<file path="config.mk">
export PLATFORM = sky130hd
export DESIGN_NAME = seq_player_flat
export DESIGN_NICKNAME = d
export VERILOG_FILES = /design/src/rtl/seq_player_if.sv /design/src/rtl/seq_player.sv /design/src/flat_wrapper.sv
export SDC_FILE = /design/constraint.sdc
export NUM_CORES = 1
export LEC_CHECK = 0
export ABC_AREA = 1
export CAP_MARGIN = 20
export CORE_UTILIZATION = 55
export CTS_BUF_LIST = sky130_fd_sc_hd__clkbuf_4 sky130_fd_sc_hd__clkbuf_8 sky130_fd_sc_hd__clkbuf_16
export CTS_CLUSTER_SIZE = 40
export DETAILED_ROUTE_END_ITERATION = 8
export GPL_ROUTABILITY_DRIVEN = 0
export PLACE_DENSITY = 0.92
export SYNTH_ARGS = -nofsm -noshare
export SYNTH_HDL_FRONTEND = slang
export SYNTH_SLANG_ARGS = --single-unit
</file>
<file path="constraint.sdc">
create_clock -name clk -period 3.4 [get_ports clk]
set_input_delay 0.68 -clock clk [delete_from_list [all_inputs] [get_ports clk]]
set_output_delay 0.68 -clock clk [all_outputs]
set_load 0.02 [all_outputs]
</file>
<file path="src/rtl/seq_player_if.sv">
// Playback bus between the game controller and seq_player: start/abort control,
// pattern length, register-file read port and display/status outputs.
interface seq_player_if #(
  parameter int unsigned DEPTH  = 8,
  parameter int unsigned DATA_W = 3
);
  localparam int unsigned LenW  = $clog2(DEPTH + 1);
  localparam int unsigned AddrW = (DEPTH > 1) ? $clog2(DEPTH) : 1;

  logic              start_i;
  logic              abort_i;
  logic [LenW-1:0]   len_i;
  logic [AddrW-1:0]  rd_addr_o;
  logic [DATA_W-1:0] rd_data_i;
  logic [7:0]        seg_o;
  logic              busy_o;
  logic              done_o;

  modport master (
    output start_i, abort_i, len_i, rd_data_i,
    input  rd_addr_o, seg_o, busy_o, done_o
  );

  modport slave (
    input  start_i, abort_i, len_i, rd_data_i,
    output rd_addr_o, seg_o, busy_o, done_o
  );
endinterface

</file>
<file path="src/rtl/seq_player.sv">
// Reads the stored digit pattern back from the register file and plays it on the
// seven-segment display: each digit lit for ON_CYCLES, then blanked for OFF_CYCLES.
module seq_player #(
  parameter int unsigned DEPTH      = 8,
  parameter int unsigned DATA_W     = 3,
  parameter int unsigned ON_CYCLES  = 4,
  parameter int unsigned OFF_CYCLES = 2
) (
  input logic         clk,
  input logic         rst,
  seq_player_if.slave bus
);
  localparam int unsigned LenW      = $clog2(DEPTH + 1);
  localparam int unsigned AddrW     = (DEPTH > 1) ? $clog2(DEPTH) : 1;
  localparam int unsigned TimerMaxV = (ON_CYCLES > OFF_CYCLES) ? ON_CYCLES : OFF_CYCLES;
  localparam int unsigned TimerW    = $clog2(TimerMaxV + 1);

  typedef enum logic [2:0] {
    StIdle,
    StFetch,
    StLatch,
    StShow,
    StGap,
    StDone
  } state_e;

  state_e            state_q, state_d;
  logic [AddrW-1:0]  idx_q, idx_d;
  logic [TimerW-1:0] timer_q, timer_d;
  logic [DATA_W-1:0] digit_q, digit_d;
  logic [LenW-1:0]   len_q, len_d;

  logic [TimerW-1:0] timer_inc;
  logic [LenW-1:0]   len_clamp;
  logic              last_entry;

  function automatic logic [6:0] enc7(input logic [DATA_W-1:0] d);
    logic [6:0] s;
    case (int'(d))
      0:       s = 7'h3F;
      1:       s = 7'h06;
      2:       s = 7'h5B;
      3:       s = 7'h4F;
      4:       s = 7'h66;
      5:       s = 7'h6D;
      6:       s = 7'h7D;
      7:       s = 7'h07;
      default: s = 7'h00;
    endcase
    return s;
  endfunction

  // Saturating increment so the timer can never wrap back to zero.
  assign timer_inc  = (timer_q == TimerW'(TimerMaxV)) ? timer_q : timer_q + TimerW'(1);
  assign len_clamp  = (bus.len_i > LenW'(DEPTH)) ? LenW'(DEPTH) : bus.len_i;
  assign last_entry = (LenW'(idx_q) == (len_q - LenW'(1)));

  always_comb begin
    state_d = state_q;
    idx_d   = idx_q;
    timer_d = timer_q;
    digit_d = digit_q;
    len_d   = len_q;

    case (state_q)
      StIdle: begin
        if (bus.start_i && !bus.abort_i) begin
          len_d   = len_clamp;
          idx_d   = '0;
          state_d = (len_clamp == '0) ? StDone : StFetch;
        end
      end
      StFetch: state_d = StLatch;
      StLatch: begin
        digit_d = bus.rd_data_i;
        timer_d = '0;
        state_d = StShow;
      end
      StShow: begin
        if (timer_q == TimerW'(ON_CYCLES - 1)) begin
          timer_d = '0;
          state_d = StGap;
        end else begin
          timer_d = timer_inc;
        end
      end
      StGap: begin
        if (timer_q == TimerW'(OFF_CYCLES - 1)) begin
          timer_d = '0;
          if (last_entry) begin
            state_d = StDone;
          end else begin
            idx_d   = idx_q + AddrW'(1);
            state_d = StFetch;
          end
        end else begin
          timer_d = timer_inc;
        end
      end
      StDone:  state_d = StIdle;
      default: state_d = StIdle;
    endcase

    if (state_q != StIdle && bus.abort_i) begin
      state_d = StIdle;
      timer_d = '0;
    end
  end

  always_ff @(posedge clk) begin
    if (rst) begin
      state_q <= StIdle;
      idx_q   <= '0;
      timer_q <= '0;
      digit_q <= '0;
      len_q   <= '0;
    end else begin
      state_q <= state_d;
      idx_q   <= idx_d;
      timer_q <= timer_d;
      digit_q <= digit_d;
      len_q   <= len_d;
    end
  end

  // Outputs depend on registered state only.
  assign bus.rd_addr_o = idx_q;
  assign bus.busy_o    = (state_q != StIdle);
  assign bus.done_o    = (state_q == StDone);
  assign bus.seg_o     = (state_q == StShow) ? {last_entry, enc7(digit_q)} : 8'h00;
endmodule

</file>
<file path="src/flat_wrapper.sv">
// flat-port wrapper written by rule: the top's interface ports become plain ports
module seq_player_flat 
#(
  parameter int unsigned DEPTH      = 8,
  parameter int unsigned DATA_W     = 3,
  parameter int unsigned ON_CYCLES  = 4,
  parameter int unsigned OFF_CYCLES = 2
)
  (clk, rst, bus_start_i, bus_abort_i, bus_len_i, bus_rd_data_i, bus_rd_addr_o, bus_seg_o, bus_busy_o, bus_done_o);
  seq_player_if #(.DEPTH(DEPTH), .DATA_W(DATA_W)) bus_i ();
  input logic clk;
  input logic rst;
  input wire logic [$bits(bus_i.start_i)-1:0] bus_start_i;
  input wire logic [$bits(bus_i.abort_i)-1:0] bus_abort_i;
  input wire logic [$bits(bus_i.len_i)-1:0] bus_len_i;
  input wire logic [$bits(bus_i.rd_data_i)-1:0] bus_rd_data_i;
  output wire logic [$bits(bus_i.rd_addr_o)-1:0] bus_rd_addr_o;
  output wire logic [$bits(bus_i.seg_o)-1:0] bus_seg_o;
  output wire logic [$bits(bus_i.busy_o)-1:0] bus_busy_o;
  output wire logic [$bits(bus_i.done_o)-1:0] bus_done_o;
  assign bus_i.start_i = bus_start_i;
  assign bus_i.abort_i = bus_abort_i;
  assign bus_i.len_i = bus_len_i;
  assign bus_i.rd_data_i = bus_rd_data_i;
  assign bus_rd_addr_o = bus_i.rd_addr_o;
  assign bus_seg_o = bus_i.seg_o;
  assign bus_busy_o = bus_i.busy_o;
  assign bus_done_o = bus_i.done_o;
  seq_player #(.DEPTH(DEPTH), .DATA_W(DATA_W), .ON_CYCLES(ON_CYCLES), .OFF_CYCLES(OFF_CYCLES)) u_core (.clk(clk), .rst(rst), .bus(bus_i));
endmodule
</file>
# Word-level counts from Yosys, hierarchy flattened

Memory sizes are Yosys's and may differ from the RTL's. A register that Yosys moved wholly into a read port is not among the register bits.
Cells that the tools add are included.

Register bits after elaboration: 16
Memory bits (read-only): 56
Input port bits: 11
Memories: 1
Output and inout bits: 13

Reduce and logical (&&, ||, !) cells: 12
Magnitude comparators: 1
$add $sub $neg: 3
Equality and inequality tests: 13
Muxes and demuxes: 18

Memories:

| name             | depth | width | read ports | clocked after Yosys merged registers in | write ports | RTL line         | RTL |
|---|---|---|---|---|---|---|---|
| (name not given) | 8     | 7     | 1          | 1                                       | 0           | seq_player.sv:39 | `case (int'(d))` |

Operators by type and width:

| operator              | count |
|---|---|
| $mux W3               | 13 |
| $pmux W3 S5           | 1 |
| $eq A3 B2 Y1 const B  | 3 |
| $eq A3 B3 Y1 const B  | 3 |
| $pmux W3 S3           | 1 |
| $mux W8               | 1 |
| $add A3 B1 Y3 const B | 2 |
| $eq A3 B1 Y1 const B  | 2 |
| $ne A2 B1 Y1 const B  | 3 |
| $pmux W3 S2           | 1 |
| $reduce_bool A3 Y1    | 2 |
| $eq A3 B4 Y1          | 1 |
| $gt A4 B4 Y1 const B  | 1 |
| $logic_not A4 Y1      | 1 |
| $mux W4               | 1 |
| $reduce_and A4 Y1     | 1 |
| $sub A4 B1 Y4 const B | 1 |
| $logic_not A3 Y1      | 1 |
| $reduce_and A3 Y1     | 1 |
| $logic_and A1 B1 Y1   | 2 |
| $ne A2 B2 Y1 const B  | 1 |
| $reduce_and A2 Y1     | 1 |
| $reduce_bool A2 Y1    | 1 |
| $reduce_or A2 Y1      | 1 |
| $logic_not A1 Y1      | 1 |

# Depth between registers and ports, before layout

Depth in word-level cells: 6
Mapped depth: 11
Gate-level depth less buffers: 11

# Least setup slack after synthesis

No wires, ideal clock.

Path kind: flip-flop to output port
Start point: register u_core.len_q[0]
End point: output bus_seg_o[7]
Buffers on the path: 0
Setup slack: 1.366 ns
Arrival time: 1.354 ns
Cell stages (with the launch flop): 10
Cell sequence: dfxtp_1 inv_1 ha_1 nand2_1 inv_1 nor2_1 nand2_1 nor2_1 nand2_1 nor2_1

Word-level cells in the longest chain between the ends: 3

RTL lines:

| element                | RTL line           | RTL |
|---|---|---|
| from (decl)            | seq_player.sv:31   | `logic [LenW-1:0] len_q, len_d;` |
| from (signal assigned) | seq_player.sv:122  | `len_q <= len_d;` |
| $sub A4 B1 Y4          | seq_player.sv:56   | `assign last_entry = (LenW'(idx_q) == (len_q - LenW'(1)));` |
| $eq A3 B4 Y1           | seq_player.sv:56   |  |
| $mux W8                | seq_player.sv:130  | `assign bus.seg_o = (state_q == StShow) ? {last_entry, enc7(digit_q)} : 8'h00;` |
| to (decl)              | flat_wrapper.sv:18 | `output wire logic [$bits(bus_i.seg_o)-1:0] bus_seg_o;` |

Every way passes these cells.

# Worst setup path after layout

Same ends and word-level chain as after synthesis.

==> qor.yml <==
slowest_stage: "clkdlybuf4s50_1"
synth_edf_count: 0
overflow: 0
run_status: "finished, final reports clean"
end_kind: "output port"
die_y_um: 50.1
start_util: 0.581
use_met2: 0.449
critPathMaxStageDelay_ns: 0.61
dp_hpwl_um: 2170
critPathLaunchType: "flip-flop"
path_class: "flip-flop to output port"
first_iter_violations: 31
grt_max_degree: 14
power_uw: 888
reg2reg_depth: 9
synth_area_leader_cell: "dfxtp_1"
row_count: 17
fmax_mhz: 342
drv_cap: 0
globalRouteMet1Util: 0.274
cp_max_fo: 5
cp_num_buf_inv: 3
arrival_ns: 2.24
grt.total_usage: 0.248
leakage_uw: 0.000744
port_buffers: 23
clockBufferDepth: 2
period_share: 0.860
fin_util: 0.714
clkLatencyLatePin_ns: 0.31
cts_buffers: 3
busiest_layer: "met2"
required_ns: 2.72
cts_root_buffer: "clkbuf_4"
avgRoutedWirePerCell_um: 11.8
antennaDiodeCount: 0
first_pass_iters: 4
ctsResizeCount: 0
final.setup.tns_ns: 0
syn_area_mm2: 0.00127
synth_seq_cells: 23
cts_hold_buf: 0
hold_viol_final: 0
vias: 1226
vdd_ir_drop_max_mv: 0.466
skew_ns: 0.00268
coreArea_mm2: 0.00219
finalCriticalPeriod_ns: 2.92
use_met3: 0.0370
cts.sinks: 23
hp-class: "flip-flop to flip-flop"
drv_slew: 0
avgSynthCellArea_um2: 7.15
drtAntennaViolNets: 0
synthDominantCellAreaShare: 0.362
finalWirelength_um: 2750
cts_tree: "done"
synthFlopType: "dfxtp_1"
yosysSeqAreaShare: 0.362
yosysUniqueCellTypes: 25
yosysWarnings: 0
boundaryPins: 24
tightest_slew_ns: 0.434
nets: 228
path_clk_slew_ns: 0.13
area_growth_pct: 23.0
synth_nets: 200
synth_top_cells_by_area: "dfxtp_1, ha_1, nand2_1"
critical-path-top-delay-family: "buffers and inverters"
power.density_mw_per_mm2: 568
finalSetupViolCount: 0
drive_gt1_frac: 0.107
cts_setup_buffers: 0
grt_pass1_wl_um: 4820
path_cells: "inv_1 -> ha_1 -> nand2_1 -> inv_1 -> nor2_1 -> nand2_1 -> nor2_1 -> nand2_1 -> nor2_1 -> clkdlybuf4s50_1"
holdPathStages: 2
via_per_inst: 5.26
crit_cells: 10
drc_errors: 0
htree_levels: 1
first_global_vias: 1226
rsz0062_at_grt: "no"
antenna_found_initial: 0
synthCells: 178
async_flop_share: 0
die_area_mm2: 0.00251
die_w_um: 50.1
relSlewSlack: 0.709
==> synth_stat cells (2+ instances only) <==
master and instances:
nand2_1 36, inv_1 27, dfxtp_1 23, nor2_1 23
a21oi_1 14, ha_1 11, nand3_1 10, o21ai_0 7
inv_2 4, nand3_2 3, nor3_1 3, nand2_2 2
nand2_4 2, or2_4 2
==> worst min-delay path, stage by stage (launching register included) <==
cell and delay (ns):
dfxtp_1 0.34, nand2_1 0.07, a21oi_1 0.05
==> cell families after synthesis <==
| group | after synthesis | share of synthesized area |
|---|---|---|
| DFF | 23 | 0.362 |
| xor gates and xnor gates | 1 | 0.00688 |
| AOI/OAI and AO/OA | 26 | 0.111 |
| and+or+nand+nor | 85 | 0.313 |
| adders and majority gates | 11 | 0.108 |
| muxes | 1 | 0.00787 |
| buffers and inverters | 31 | 0.0914 |
==> layout by cell type (no fill, tap or decap), types with 3 or more instances in the layout <==
cell type	count
nor2_1	23
nor3_1	3
nand2_1	36
clkbuf_4	3
a21oi_1	14
o21ai_0	7
inv_2	4
clkdlybuf4s50_1	23
inv_1	27
dfxtp_1	23
ha_1	11
nand3_1	10
nand3_2	3
==> final cells by class <==
class | instances | area (um^2)
Multi-Input combinational cell | 124 | 696
Fill cell | 173 | 626
Sequential cell | 23 | 460
Timing Repair Buffer | 23 | 230
Inverter | 31 | 116
Tap cell | 28 | 35.0
Clock buffer | 3 | 22.5
Clock inverter | 1 | 5.00
==> where the power goes <==
group	internal [uW]	switching [uW]
combinational	149	242
clock	43.9	83.2
sequential	330	40.5
==> final timing paths <==
kind	start	end	slack, ns
min	u_core.bus.rd_addr_o[2]$_SDFFE_PP0P_	u_core.bus.rd_addr_o[2]$_SDFFE_PP0P_	0.50
min reg2reg	u_core.bus.rd_addr_o[2]$_SDFFE_PP0P_	u_core.bus.rd_addr_o[2]$_SDFFE_PP0P_	0.50
max	u_core.len_q[0]$_SDFFE_PP0P_	bus_seg_o[7]	0.48
max reg2reg	u_core.state_q[2]$_SDFFE_PP0P_	flip-flop	1.47
==> through the flow <==
step | hold WS (ns) | std cells | area [um^2] | worst slack, ns
floorplan | 0.456 | 178 | 1270 | 1.37
global placement | 0.467 | 229 | 1540 | 0.958
detailed placement | 0.481 | 229 | 1540 | 0.847
CTS | 0.500 | 233 | 1570 | 0.486
global route | 0.539 | 233 | 1570 | 0.288
finish | 0.503 | 233 | 1570 | 0.477
==> metal layers <==
metal | up-vias | wire length [um]
met5 | - | 0
met4 | 0 | 68
met3 | 16 | 100
met2 | 38 | 1380
met1 | 556 | 1200
li1 | 616 | -
Note: power is estimated with default switching activity, not from simulation.
